File: config.mk
export PLATFORM = sky130hd
export DESIGN_NAME = seven_seg_scan_flat
export DESIGN_NICKNAME = d
export VERILOG_FILES = /design/src/rtl/seven_seg_scan_if.sv /design/src/rtl/seven_seg_scan.sv /design/src/flat_wrapper.sv
export SDC_FILE = /design/constraint.sdc
export NUM_CORES = 1
export LEC_CHECK = 0
export BUFFER_PORTS_ARGS = -buffer_cell sky130_fd_sc_hd__buf_2
export CORE_MARGIN = 4
export CORE_UTILIZATION = 60
export DETAILED_ROUTE_END_ITERATION = 16
export PLACE_DENSITY_LB_ADDON = 0.25
export SETUP_SLACK_MARGIN = 0.15
export SYNTH_ARGS = -nofsm -noshare
export SYNTH_HDL_FRONTEND = slang
export SYNTH_SLANG_ARGS = --single-unit
File: constraint.sdc
create_clock -name clk -period 5 [get_ports clk]
set_input_delay 1 -clock clk [delete_from_list [all_inputs] [get_ports clk]]
set_output_delay 1 -clock clk [all_outputs]
set_load 0.01 [all_outputs]
File: src/rtl/seven_seg_scan_if.sv
// Load-side bus of the seven-segment scanner.
// Carries digit data, decimal points, blanking control and ready.
interface seven_seg_scan_if #(
   parameter int DIGITS = 4
);
   logic                  load;
   logic [4*DIGITS-1:0]   value;
   logic [DIGITS-1:0]     dp_in;
   logic                  lz;
   logic                  ready;

   modport master (
      output load,
      output value,
      output dp_in,
      output lz,
      input  ready
   );

   modport slave (
      input  load,
      input  value,
      input  dp_in,
      input  lz,
      output ready
   );
endinterface

File: src/rtl/seven_seg_scan.sv
// Multiplexed hex display driver.
// Loads are double-buffered so the display only changes at frame boundaries.
module seven_seg_scan #(
   parameter int DIGITS        = 4,
   parameter int PRESCALE      = 50000,
   parameter bit AN_ACTIVE_LOW = 1'b1
) (
   input  logic              clk,
   input  logic              reset,
   seven_seg_scan_if.slave   bus,
   output logic [6:0]        seg,
   output logic              dp,
   output logic [DIGITS-1:0] anode,
   output logic              frame_tick
);

   localparam int PW = $clog2(PRESCALE);
   localparam int IW = (DIGITS > 1) ? $clog2(DIGITS) : 1;
   localparam logic [DIGITS-1:0] AN_OFF =
      AN_ACTIVE_LOW ? {DIGITS{1'b1}} : {DIGITS{1'b0}};

   logic [PW-1:0]         psc;
   logic [IW-1:0]         idx;
   logic                  tc;
   logic                  wrap;
   logic [4*DIGITS-1:0]   shadow;
   logic [4*DIGITS-1:0]   disp;
   logic [DIGITS-1:0]     sdp;
   logic [DIGITS-1:0]     ddp;
   logic                  pending;

   logic [3:0]            nib;
   logic                  cur_dp;
   logic                  nz_sel;
   logic                  acc;
   logic                  blank;
   logic [DIGITS-1:0]     onehot;
   logic [6:0]            seg_d;

   function automatic logic [6:0] hex7(input logic [3:0] n);
      logic [6:0] s;
      unique case (n)
         4'h0: s = 7'h40;
         4'h1: s = 7'h79;
         4'h2: s = 7'h24;
         4'h3: s = 7'h30;
         4'h4: s = 7'h19;
         4'h5: s = 7'h12;
         4'h6: s = 7'h02;
         4'h7: s = 7'h78;
         4'h8: s = 7'h00;
         4'h9: s = 7'h10;
         4'hA: s = 7'h08;
         4'hB: s = 7'h03;
         4'hC: s = 7'h46;
         4'hD: s = 7'h21;
         4'hE: s = 7'h06;
         4'hF: s = 7'h0E;
      endcase
      return s;
   endfunction

   assign tc         = (psc == PW'(PRESCALE - 1));
   assign wrap       = tc && (idx == IW'(DIGITS - 1));
   assign frame_tick = wrap;
   assign bus.ready  = ~pending;

   always_ff @(posedge clk or posedge reset) begin
      if (reset) begin
         psc <= '0;
         idx <= '0;
      end else if (tc) begin
         psc <= '0;
         idx <= (idx == IW'(DIGITS - 1)) ? '0 : idx + 1'b1;
      end else begin
         psc <= psc + 1'b1;
      end
   end

   // A load on the swap cycle lands in the shadow after the old one moves out.
   always_ff @(posedge clk or posedge reset) begin
      if (reset) begin
         shadow  <= '0;
         sdp     <= '0;
         disp    <= '0;
         ddp     <= '0;
         pending <= 1'b0;
      end else begin
         if (bus.load) begin
            shadow <= bus.value;
            sdp    <= bus.dp_in;
         end
         if (wrap && pending) begin
            disp <= shadow;
            ddp  <= sdp;
         end
         pending <= bus.load | (pending & ~wrap);
      end
   end

   // Walk from the top digit down so each digit knows if anything above it is lit.
   always_comb begin
      nib    = '0;
      cur_dp = 1'b0;
      nz_sel = 1'b0;
      acc    = 1'b0;
      onehot = '0;
      for (int k = DIGITS - 1; k >= 0; k--) begin
         acc       = acc | (|disp[4*k +: 4]);
         onehot[k] = (idx == IW'(k));
         if (idx == IW'(k)) begin
            nib    = disp[4*k +: 4];
            cur_dp = ddp[k];
            nz_sel = acc;
         end
      end
   end

   assign blank = bus.lz && (idx != '0) && !nz_sel;
   assign seg_d = blank ? 7'h7F : hex7(nib);

   always_ff @(posedge clk or posedge reset) begin
      if (reset) begin
         seg   <= 7'h7F;
         dp    <= 1'b1;
         anode <= AN_OFF;
      end else begin
         seg   <= seg_d;
         dp    <= ~cur_dp;
         anode <= AN_ACTIVE_LOW ? ~onehot : onehot;
      end
   end

endmodule

File: src/flat_wrapper.sv
// flat-port wrapper written by rule: the top's interface ports become plain ports
module seven_seg_scan_flat 
#(
   parameter int DIGITS        = 4,
   parameter int PRESCALE      = 50000,
   parameter bit AN_ACTIVE_LOW = 1'b1
)
  (clk, reset, seg, dp, anode, frame_tick, bus_load, bus_value, bus_dp_in, bus_lz, bus_ready);
  seven_seg_scan_if #(.DIGITS(DIGITS)) bus_i ();
  input  logic clk;
  input  logic reset;
  output logic [6:0] seg;
  output logic dp;
  output logic [DIGITS-1:0] anode;
  output logic frame_tick;
  input wire logic [$bits(bus_i.load)-1:0] bus_load;
  input wire logic [$bits(bus_i.value)-1:0] bus_value;
  input wire logic [$bits(bus_i.dp_in)-1:0] bus_dp_in;
  input wire logic [$bits(bus_i.lz)-1:0] bus_lz;
  output wire logic [$bits(bus_i.ready)-1:0] bus_ready;
  assign bus_i.load = bus_load;
  assign bus_i.value = bus_value;
  assign bus_i.dp_in = bus_dp_in;
  assign bus_i.lz = bus_lz;
  assign bus_ready = bus_i.ready;
  seven_seg_scan #(.DIGITS(DIGITS), .PRESCALE(PRESCALE), .AN_ACTIVE_LOW(AN_ACTIVE_LOW)) u_core (.clk(clk), .reset(reset), .bus(bus_i), .seg(seg), .dp(dp), .anode(anode), .frame_tick(frame_tick));
endmodule
==> results_dict.tcl, run 1 <==
set metrics [dict create \
    cts_tree "done" \
    internal_power_uw 804 \
    place.gp.congestion 0.810 \
    die_h_um 82.2 \
    cts_hold_buffers 0 \
    port-buffer-count 37 \
    syn-instance-count 256 \
    synthDistinctLibCells 41 \
    grt_max_degree 47 \
    place_area_um2 3520 \
    grt_pass1_vias 2243 \
    crit_type "reg -> out" \
    fp.dieW_um 82.2 \
    p_total_mw 1.04 \
    cp_max_fo 5 \
    ant_nets 0 \
    synthesis.nets 291 \
    boundaryPins 38 \
    diodes 0 \
    place_hpwl_um 4200 \
    utilization_pct 70.9 \
    required_ns 4.00 \
    grt_pass1_wl_um 10200 \
    cts_buffer_depth 2 \
    drv_cap 0 \
    critPathLaunchType "flip-flop" \
    power_frac_seq_pct 58.1 \
    coreArea_um2 5200 \
    drt_iter0_drc 109 \
    track_usage_pct 20.3 \
    grt-ovfl-total 0 \
    slew_headroom_pct 52.8 \
    hold_path.class "reg -> reg" \
    async_flop_share_pct 100 \
    synth-main-ff-cell "dfrtp_1" \
    powerDensity_nw_per_um2 281 \
    firstDrtPassIters 4 \
    final_cell_area_um2 3690 \
    fill_cells 361 \
    yosys_warnings 0 \
    start_util_pct 63.4 \
    ir_drop_mv 0.166 \
    antenna_found_initial 0 \
    multi_input_area_um2 1380 \
    via_per_inst 5.54 \
    avgSynthCellArea_um2 12.9 \
    leakage_nw 1.66 \
    outcome "finished, final reports clean" \
    arrival_ns 2.15 \
    drive_above_1_share_pct 36.4 \
    synth_seq_cells 71 \
    clock_latency_ns 0.35 \
    htree_levels 3 \
    hold_viol 0 \
    fmax_ghz 0.318 \
    setup_violations 0 \
    drc 0 \
    die_area_um2 6750 \
    row_count 26 \
    final_cells 372 \
    cts_resized 0 \
    ys_seq_area_share_pct 54.3 \
    vias 2062 \
    cts_setup_buffers 0 \
    comb_power_share_pct 4.1 \
    cts.sinks 71 \
    clk_pin_slew_ns 0.07 \
    drt-wirelength-per-cell_um 16.0 \
    worst_slew_pin_slew_ns 0.703 \
    rsz0062_at_grt "no" \
    synth-edff-count 0 \
    numCtsBuffers 9 \
    setup_tns_ns 0 \
    syn_area_um2 3300 \
    nets 332 \
    pwr-share-clk_pct 37.9 \
    synthToLayoutAreaGrowth_pct 11.8 \
    drv_slew 0 \
    netSwitchingFraction_pct 22.3 \
    cts_root_buffer "clkbuf_8" \
    fin_crit_ns 3.15 \
    setup.worst_path.end_class "output pin" \
    placedCellCount 356 \
    skew_ns 0.0114 \
    p_sw_uw 231 \
    wl_um 5970 \
    seq_area_um2 1790 \
    post-route-period-util_pct 62.9 \
]
-- through the flow --
stage / setup slack (ns) / hold WS, ns
6_report: 1.85 / 0.434
5_1_grt: 1.76 / 0.457
4_1_cts: 1.83 / 0.437
3_5_place_dp: 2.22 / 0.412
3_3_place_gp: 2.25 / 0.415
2_1_floorplan: 2.22 / 0.389
-- worst paths after layout --
| check | startpoint | endpoint | slack (ns) | cells past startpoint |
|---|---|---|---|---|
| max | u_core.psc[11]$_DFF_PP0_ | frame_tick | 1.85 | 4 |
| min | u_core.ddp[0]$_DFFE_PP0P_ | u_core.dp$_DFF_PP1_ | 0.43 | 1 |
| max reg2reg | u_core.psc[11]$_DFF_PP0_ | u_core.disp[7]$_DFFE_PP0P_ | 2.28 | 4 |
| min reg2reg | u_core.ddp[0]$_DFFE_PP0P_ | u_core.dp$_DFF_PP1_ | 0.43 | 1 |
| max in group asynchronous | reset | u_core.seg[1]$_DFF_PP1_ | 3.36 | 3 |
| min in group asynchronous | reset | u_core.shadow[8]$_DFFE_PP0P_ | 0.68 | 2 |
-- registers in the layout (all words and copies together) (netlist names), 2 cells and up --
signal         cells
u_core.seg         7
u_core.anode       4
u_core.ddp         4
u_core.idx         2
u_core.disp       16
u_core.sdp         4
u_core.psc        16
u_core.shadow     16
-- synthesized netlist by cell type, types with 2 or more instances --
library cell	n	area share, %
nor3b_1	2	0.45
nand3b_1	2	0.45
a21oi_1	2	0.30
a221o_1	2	0.61
o21ai_0	6	0.91
xnor2_1	10	2.7
nor3_1	3	0.45
nand2b_1	2	0.38
nand4_1	2	0.38
and3_1	3	0.57
nand2_1	9	1.0
nand3_1	8	1.2
mux2_4	20	9.1
ha_1	11	4.2
nor4_1	3	0.57
o221ai_1	3	0.80
nor2b_1	4	0.76
o21a_1	2	0.45
dfstp_2	12	9.6
mux2i_1	4	1.2
xor2_1	4	1.1
a211oi_1	5	1.1
mux2_2	21	7.2
buf_12	2	1.2
clkbuf_1	7	0.80
o22ai_1	2	0.38
a22o_1	2	0.53
inv_1	16	1.8
nor2_1	17	1.9
dfrtp_1	59	45
-- critical path, cell delays in order (launching register included) --
cell	delay [ns]
dfrtp_1	0.43
or4_4	0.57
or4_1	0.54
nor2_1	0.12
buf_2	0.15
-- cells by family after synthesis --
kind of cell | count (synthesis) | share of synthesized area [%]
AOI/OAI and AO/OA | 29 | 6.33
xor gates and xnor gates | 14 | 3.71
adders and majority gates | 11 | 4.17
buffers and inverters | 25 | 3.83
DFF | 71 | 54.3
muxes | 45 | 17.5
and+or+nand+nor | 61 | 10.2
-- power by group through the flow --
stage	Clock, mW	Combinational [mW]	Sequential (mW)
finish	0.392	0.0422	0.601
global route	0.436	0.0478	0.602
CTS	0.404	0.0435	0.601
detailed placement	0	0.0431	0.611
global placement	0	0.0413	0.610
floorplan	0	0.0282	0.607
-- cell usage in the layout, fill, tap and decap left out, types with 3 or more instances in the layout --
master    instances
xor2_1            4
mux2_4           20
nor2b_1           4
xnor2_1          10
mux2_2           21
and3_1            3
inv_1            15
dfstp_2          12
o221ai_1          3
dfrtp_1          59
nor4_1            3
mux2i_1           4
ha_1             11
a211oi_1          5
nor3_1            3
clkinv_2          3
o21ai_0           6
buf_2            37
nand2_1           9
clkbuf_8         10
nor2_1           17
nand3_1           8
-- layout make-up --
| class | instances | area share, % |
|---|---|---|
| Inverter | 16 | 1.63 |
| Timing Repair Buffer | 39 | 5.43 |
| Clock buffer | 12 | 3.93 |
| Clock inverter | 4 | 0.610 |
| Multi-Input combinational cell | 160 | 37.5 |
| Tap cell | 70 | 2.37 |
| Sequential cell | 71 | 48.6 |
-- metal layers --
metal	GRT usage, %	vias up	wire [µm]
met1	23.1	1020	2500
li1	-	986	-
met2	35.7	47	3130
met4	8.64	0	93
met3	5.75	9	246
met5	0	-	0
Power figures use the tool's default switching activity.
==> run 2, diff against run 1 <==
CORE_UTILIZATION = 52   (was 60)
clock period = 2.5 ns   (was 5 ns; I/O delays follow)
==> run 2 against run 1 <==
Compared with the run above: the run now ends with negative setup slack left; clock-buffer cell count shrank 2; cell count grew 4.0%; global-route usage shrank 4.1 points; sequential share of layout area shrank 1.8 points; wire length shrank 4.0%; die area grew 14%; sequential cell count is the same; combinational power grew 100%; sequential power grew 100%; critical path type unchanged; critical endpoint unchanged; largest cell class unchanged; highest routed layer unchanged.
==> results_dict.tcl, run 2 (synthesis results as in run 1) <==
set metrics [dict create \
    numCtsBuffers 9 \
    nets 343 \
    arrival_ns 2.02 \
    slew_headroom_pct 60.8 \
    worst_slew_pin_slew_ns 0.585 \
    vias 2067 \
    whs_ns 0.194 \
    setup.worst_path.end_class "output pin" \
    layout_common_cells "dfrtp_1 (59), buf_2 (36), mux2_2 (21), mux2_4 (20), nor2_1 (16)" \
    critPathTopFamily "simple AND/OR/NAND/NOR gates" \
    cpMaxStageDelayCell "or4_4" \
    critPathBufInv 1 \
    clk_pin_slew_ns 0.07 \
    start_util_pct 54.8 \
    cts_hold_buffers 0 \
    biggestRegsByFlops "u_core.disp: 16 flops, u_core.psc: 16 flops, u_core.shadow: 16 flops" \
    antenna_found_initial 0 \
    critPathLaunchType "flip-flop" \
    fmax_ghz 0.396 \
    ant_nets 0 \
    post-route-period-util_pct 101 \
    cp_max_fo 2 \
    final_common_cell "dfrtp_1" \
    cts_tree "done" \
    firstDrtPassIters 4 \
    violations "negative setup slack" \
    cts.sinks 71 \
    die_area_um2 7690 \
    port-buffer-count 37 \
    ir_drop_mv 0.370 \
    clock_latency_ns 0.34 \
    htree_levels 3 \
    p_total_mw 2.06 \
    worst_path_most_repeated_cell "or4_4" \
    drt-wirelength-per-cell_um 14.8 \
    path_cells "or4_4, or4_4, nor2_4, buf_6" \
    row_count 28 \
    cts_buffer_depth 2 \
    wl_um 5730 \
    skew_ns 0.00952 \
    regToRegSetupSlack_ns 0.25 \
    drc 0 \
    r2r_cells 5 \
    drive_above_1_share_pct 41.3 \
    diodes 0 \
    grt_pass1_wl_um 9520 \
    drt_iter0_drc 69 \
    r2r_start "u_core.psc[12]$_DFF_PP0_" \
    outcome "finished, violations left" \
    required_ns 2.00 \
    boundaryPins 38 \
    die_h_um 87.7 \
    r2r_end "u_core.disp[7]$_DFFE_PP0P_" \
    grt_pass1_vias 2058 \
    coreArea_um2 6030 \
    grt_max_degree 49 \
    place_ws_ns 0.176 \
    cts_root_buffer "clkbuf_8" \
    powerDensity_nw_per_um2 538 \
    place_hpwl_um 3890 \
    drv_slew 0 \
    critPathMaxStageDelay_ns 0.54 \
    rsz0062_at_grt "yes" \
    track_usage_pct 16.2 \
    hold_path.class "in -> async" \
    place.gp.congestion 0.762 \
    setup_violations 1 \
    via_per_inst 5.34 \
    drv_cap 0 \
    synthToLayoutAreaGrowth_pct 16.1 \
    crit_type "reg -> out" \
    fin_crit_ns 2.52 \
    fp.dieW_um 87.7 \
    leakage_nw 1.74 \
    grt-ovfl-total 0 \
    utilization_pct 63.6 \
    hold_viol 0 \
    timing.final.ws_setup_ns -0.0231 \
]
[run 2: cell type report]
cell class                      count  area (µm²)
Clock inverter                      5        25.0
Inverter                           16        60.1
Sequential cell                    71        1790
Multi-Input combinational cell    161        1430
Timing Repair Buffer               49         294
Tap cell                           75        93.8
Fill cell                         477        2190
Clock buffer                       10         138
[run 2: repair_timing]
item,in CTS,in global routing
endpoints found under the setup margin,2,25
setup buffers,4,1
resized for setup,2,10
pin swaps,3,2
cloned,0,1
[run 2: report_power, final]
part / switching [mW] / total (mW) / internal, mW
combinational: 0.0397 / 0.0853 / 0.0456
sequential: 0.0174 / 1.20 / 1.18
clock: 0.406 / 0.779 / 0.372
total: 0.464 / 2.06 / 1.60
[run 2: how the worst max path moves through the flow]
stage	from	to	slack, ns	depth (start not counted)
after floorplan	reset	u_core.ddp[0]$_DFFE_PP0P_	0.22	1
after CTS	u_core.psc[12]$_DFF_PP0_	frame_tick	-0.07	4
after global placement	u_core.idx[0]$_DFFE_PP0N_	u_core.seg[1]$_DFF_PP1_	0.19	10
after global routing	u_core.psc[12]$_DFF_PP0_	frame_tick	-0.08	4
after detailed placement	u_core.idx[0]$_DFFE_PP0N_	u_core.seg[1]$_DFF_PP1_	0.18	10
final	u_core.psc[12]$_DFF_PP0_	frame_tick	-0.02	4
[run 2: metal layers]
metal | wire [µm] | track usage, %
met5 | 0 | 0
met4 | 127 | 9.07
met3 | 271 | 3.86
met2 | 2650 | 24.7
met1 | 2680 | 21.3
[run 2: metrics by stage]
stage | TNS, ns | cell area, µm² | instances
after global placement | 0 | 3580 | 366
after floorplan | 0 | 3300 | 256
after detailed placement | 0 | 3580 | 366
after global routing | -0.0759 | 3830 | 387
after CTS | -0.0658 | 3780 | 385
final | -0.0231 | 3830 | 387
==> run 3, diff against run 2 <==
PLACE_DENSITY_LB_ADDON = 0.15   (was 0.25)
==> run 3 against run 2 <==
Compared with the run above: the flow still finishes with violations (negative setup slack); maximum frequency is 1.5% lower; sequential share of layout area is 1.3 points lower; combinational power is 0.8% higher; clock-buffer cell count is 1 lower; design area is 3.0% higher; wire length is 7.9% higher; register-to-register slack worse by 0.31 ns; critical endpoint is now u_core.pending$_DFF_PP0_.
==> results_dict.tcl, run 3 (synthesis results as in run 1) <==
set metrics [dict create \
    outcome "finished, violations left" \
    violations "negative setup slack" \
    required_ns 2.72 \
    synthToLayoutAreaGrowth_pct 19.6 \
    drv_cap 0 \
    cts_root_buffer "clkbuf_8" \
    timing.final.ws_setup_ns -0.0620 \
    cts_buffer_depth 2 \
    fp.dieW_um 87.7 \
    coreArea_um2 6030 \
    die_h_um 87.7 \
    powerDensity_nw_per_um2 578 \
    firstDrtPassIters 4 \
    grt_pass1_vias 2113 \
    grt-ovfl-total 0 \
    drc 0 \
    vias 2072 \
    setup.worst_path.end_class "flip-flop" \
    cts_tree "done" \
    nets 351 \
    utilization_pct 65.5 \
    row_count 28 \
    drt-wirelength-per-cell_um 15.6 \
    antenna_found_initial 0 \
    numCtsBuffers 9 \
    biggestRegsByFlops "u_core.disp: 16 flops, u_core.psc: 16 flops, u_core.shadow: 16 flops" \
    cp_max_fo 2 \
    via_per_inst 5.23 \
    drive_above_1_share_pct 43.3 \
    track_usage_pct 16.8 \
    ant_nets 0 \
    grt_max_degree 72 \
    layout_common_cells "dfrtp_1 (59), buf_2 (37), mux2_2 (21), mux2_4 (20), buf_4 (19)" \
    ir_drop_mv 0.402 \
    hold_viol 0 \
    start_util_pct 54.8 \
    rsz0062_at_grt "yes" \
    cts.sinks 71 \
    p_total_mw 2.28 \
    wl_um 6180 \
    place_area_um2 3580 \
    die_area_um2 7690 \
    htree_levels 3 \
    place.gp.congestion 0.763 \
    crit_type "reg -> reg" \
    skew_ns 0.00580 \
    drt_iter0_drc 92 \
    fill_cells 459 \
    worst_slew_pin_slew_ns 0.599 \
    place_ws_ns 0.191 \
    fin_crit_ns 2.56 \
    critPathLaunchType "flip-flop" \
    final_cell_area_um2 3950 \
    port-buffer-count 37 \
    setup_violations 2 \
    fmax_ghz 0.390 \
    place_hpwl_um 4060 \
    clock_latency_ns 0.34 \
    final_common_cell "dfrtp_1" \
    diodes 0 \
    drv_slew 0 \
    grt_pass1_wl_um 9850 \
    arrival_ns 2.79 \
    clk_pin_slew_ns 0.07 \
    hold_path.class "in -> async" \
    placedCellCount 366 \
    final_cells 396 \
    boundaryPins 38 \
    leakage_nw 1.79 \
    slew_headroom_pct 59.8 \
    post-route-period-util_pct 102 \
]
[run 3: final timing paths]
path,start,end,slack [ns],depth (start not counted)
max in group asynchronous,reset,u_core.anode[3]$_DFF_PP1_,1.95,3
worst max-delay path,u_core.psc[10]$_DFF_PP0_,u_core.pending$_DFF_PP0_,-0.06,13
min in group clk,bus_dp_in[2],u_core.sdp[2]$_DFFE_PP0P_,0.38,2
worst min register to register,u_core.ddp[0]$_DFFE_PP0P_,u_core.dp$_DFF_PP1_,0.45,1
worst max register to register,u_core.psc[10]$_DFF_PP0_,u_core.pending$_DFF_PP0_,-0.06,13
worst min-delay path,reset,u_core.shadow[9]$_DFFE_PP0P_,0.23,3
[run 3: repair_timing]
action / in CTS / in global routing
gates cloned: 0 / 1
pin swaps: 3 / 2
gates resized for setup: 1 / 11
hold buffers: 0 / 0
buffers inserted: 11 / 2
setup endpoints to repair: 2 / 26
[run 3: power by group]
| group | internal [mW] | total (mW) | switching, mW |
|---|---|---|---|
| Combinational | 0.0457 | 0.0860 | 0.0403 |
| Sequential | 1.18 | 1.20 | 0.0181 |
| Clock | 0.563 | 0.995 | 0.433 |
[run 3: cell type report]
| type | instances | area (µm²) | area share [%] |
|---|---|---|---|
| clock buffer | 9 | 124 | 3.14 |
| clock inverter | 7 | 96.3 | 2.44 |
| inverter | 16 | 60.1 | 1.52 |
| multi-input combinational | 161 | 1430 | 36.3 |
| sequential | 71 | 1790 | 45.4 |
| tap | 75 | 93.8 | 2.38 |
| timing repair buffer | 57 | 348 | 8.81 |
[run 3: worst max-delay path: stages (launching register included)]
cell	delay (ns)
dfrtp_1	0.38
or4_4	0.53
or4_4	0.54
nor2_4	0.11
buf_4	0.11
buf_4	0.09
buf_4	0.09
buf_4	0.10
buf_4	0.10
buf_4	0.09
buf_4	0.08
buf_4	0.09
buf_4	0.09
o21bai_1	0.06
[run 3: through the flow]
stage          setup TNS [ns]  hold WS (ns)
2_1_floorplan               0         0.389
3_3_place_gp                0         0.414
3_5_place_dp                0         0.441
4_1_cts                -0.111         0.229
5_1_grt                -0.257         0.270
6_report               -0.104         0.230
[run 3: metal layers]
layer	up-vias	routed length [µm]	GRT usage, %
met4	0	132	8.37
met5	-	0	0
met2	36	3080	28.6
met3	14	216	3.20
li1	1018	-	-
met1	1004	2750	20.4
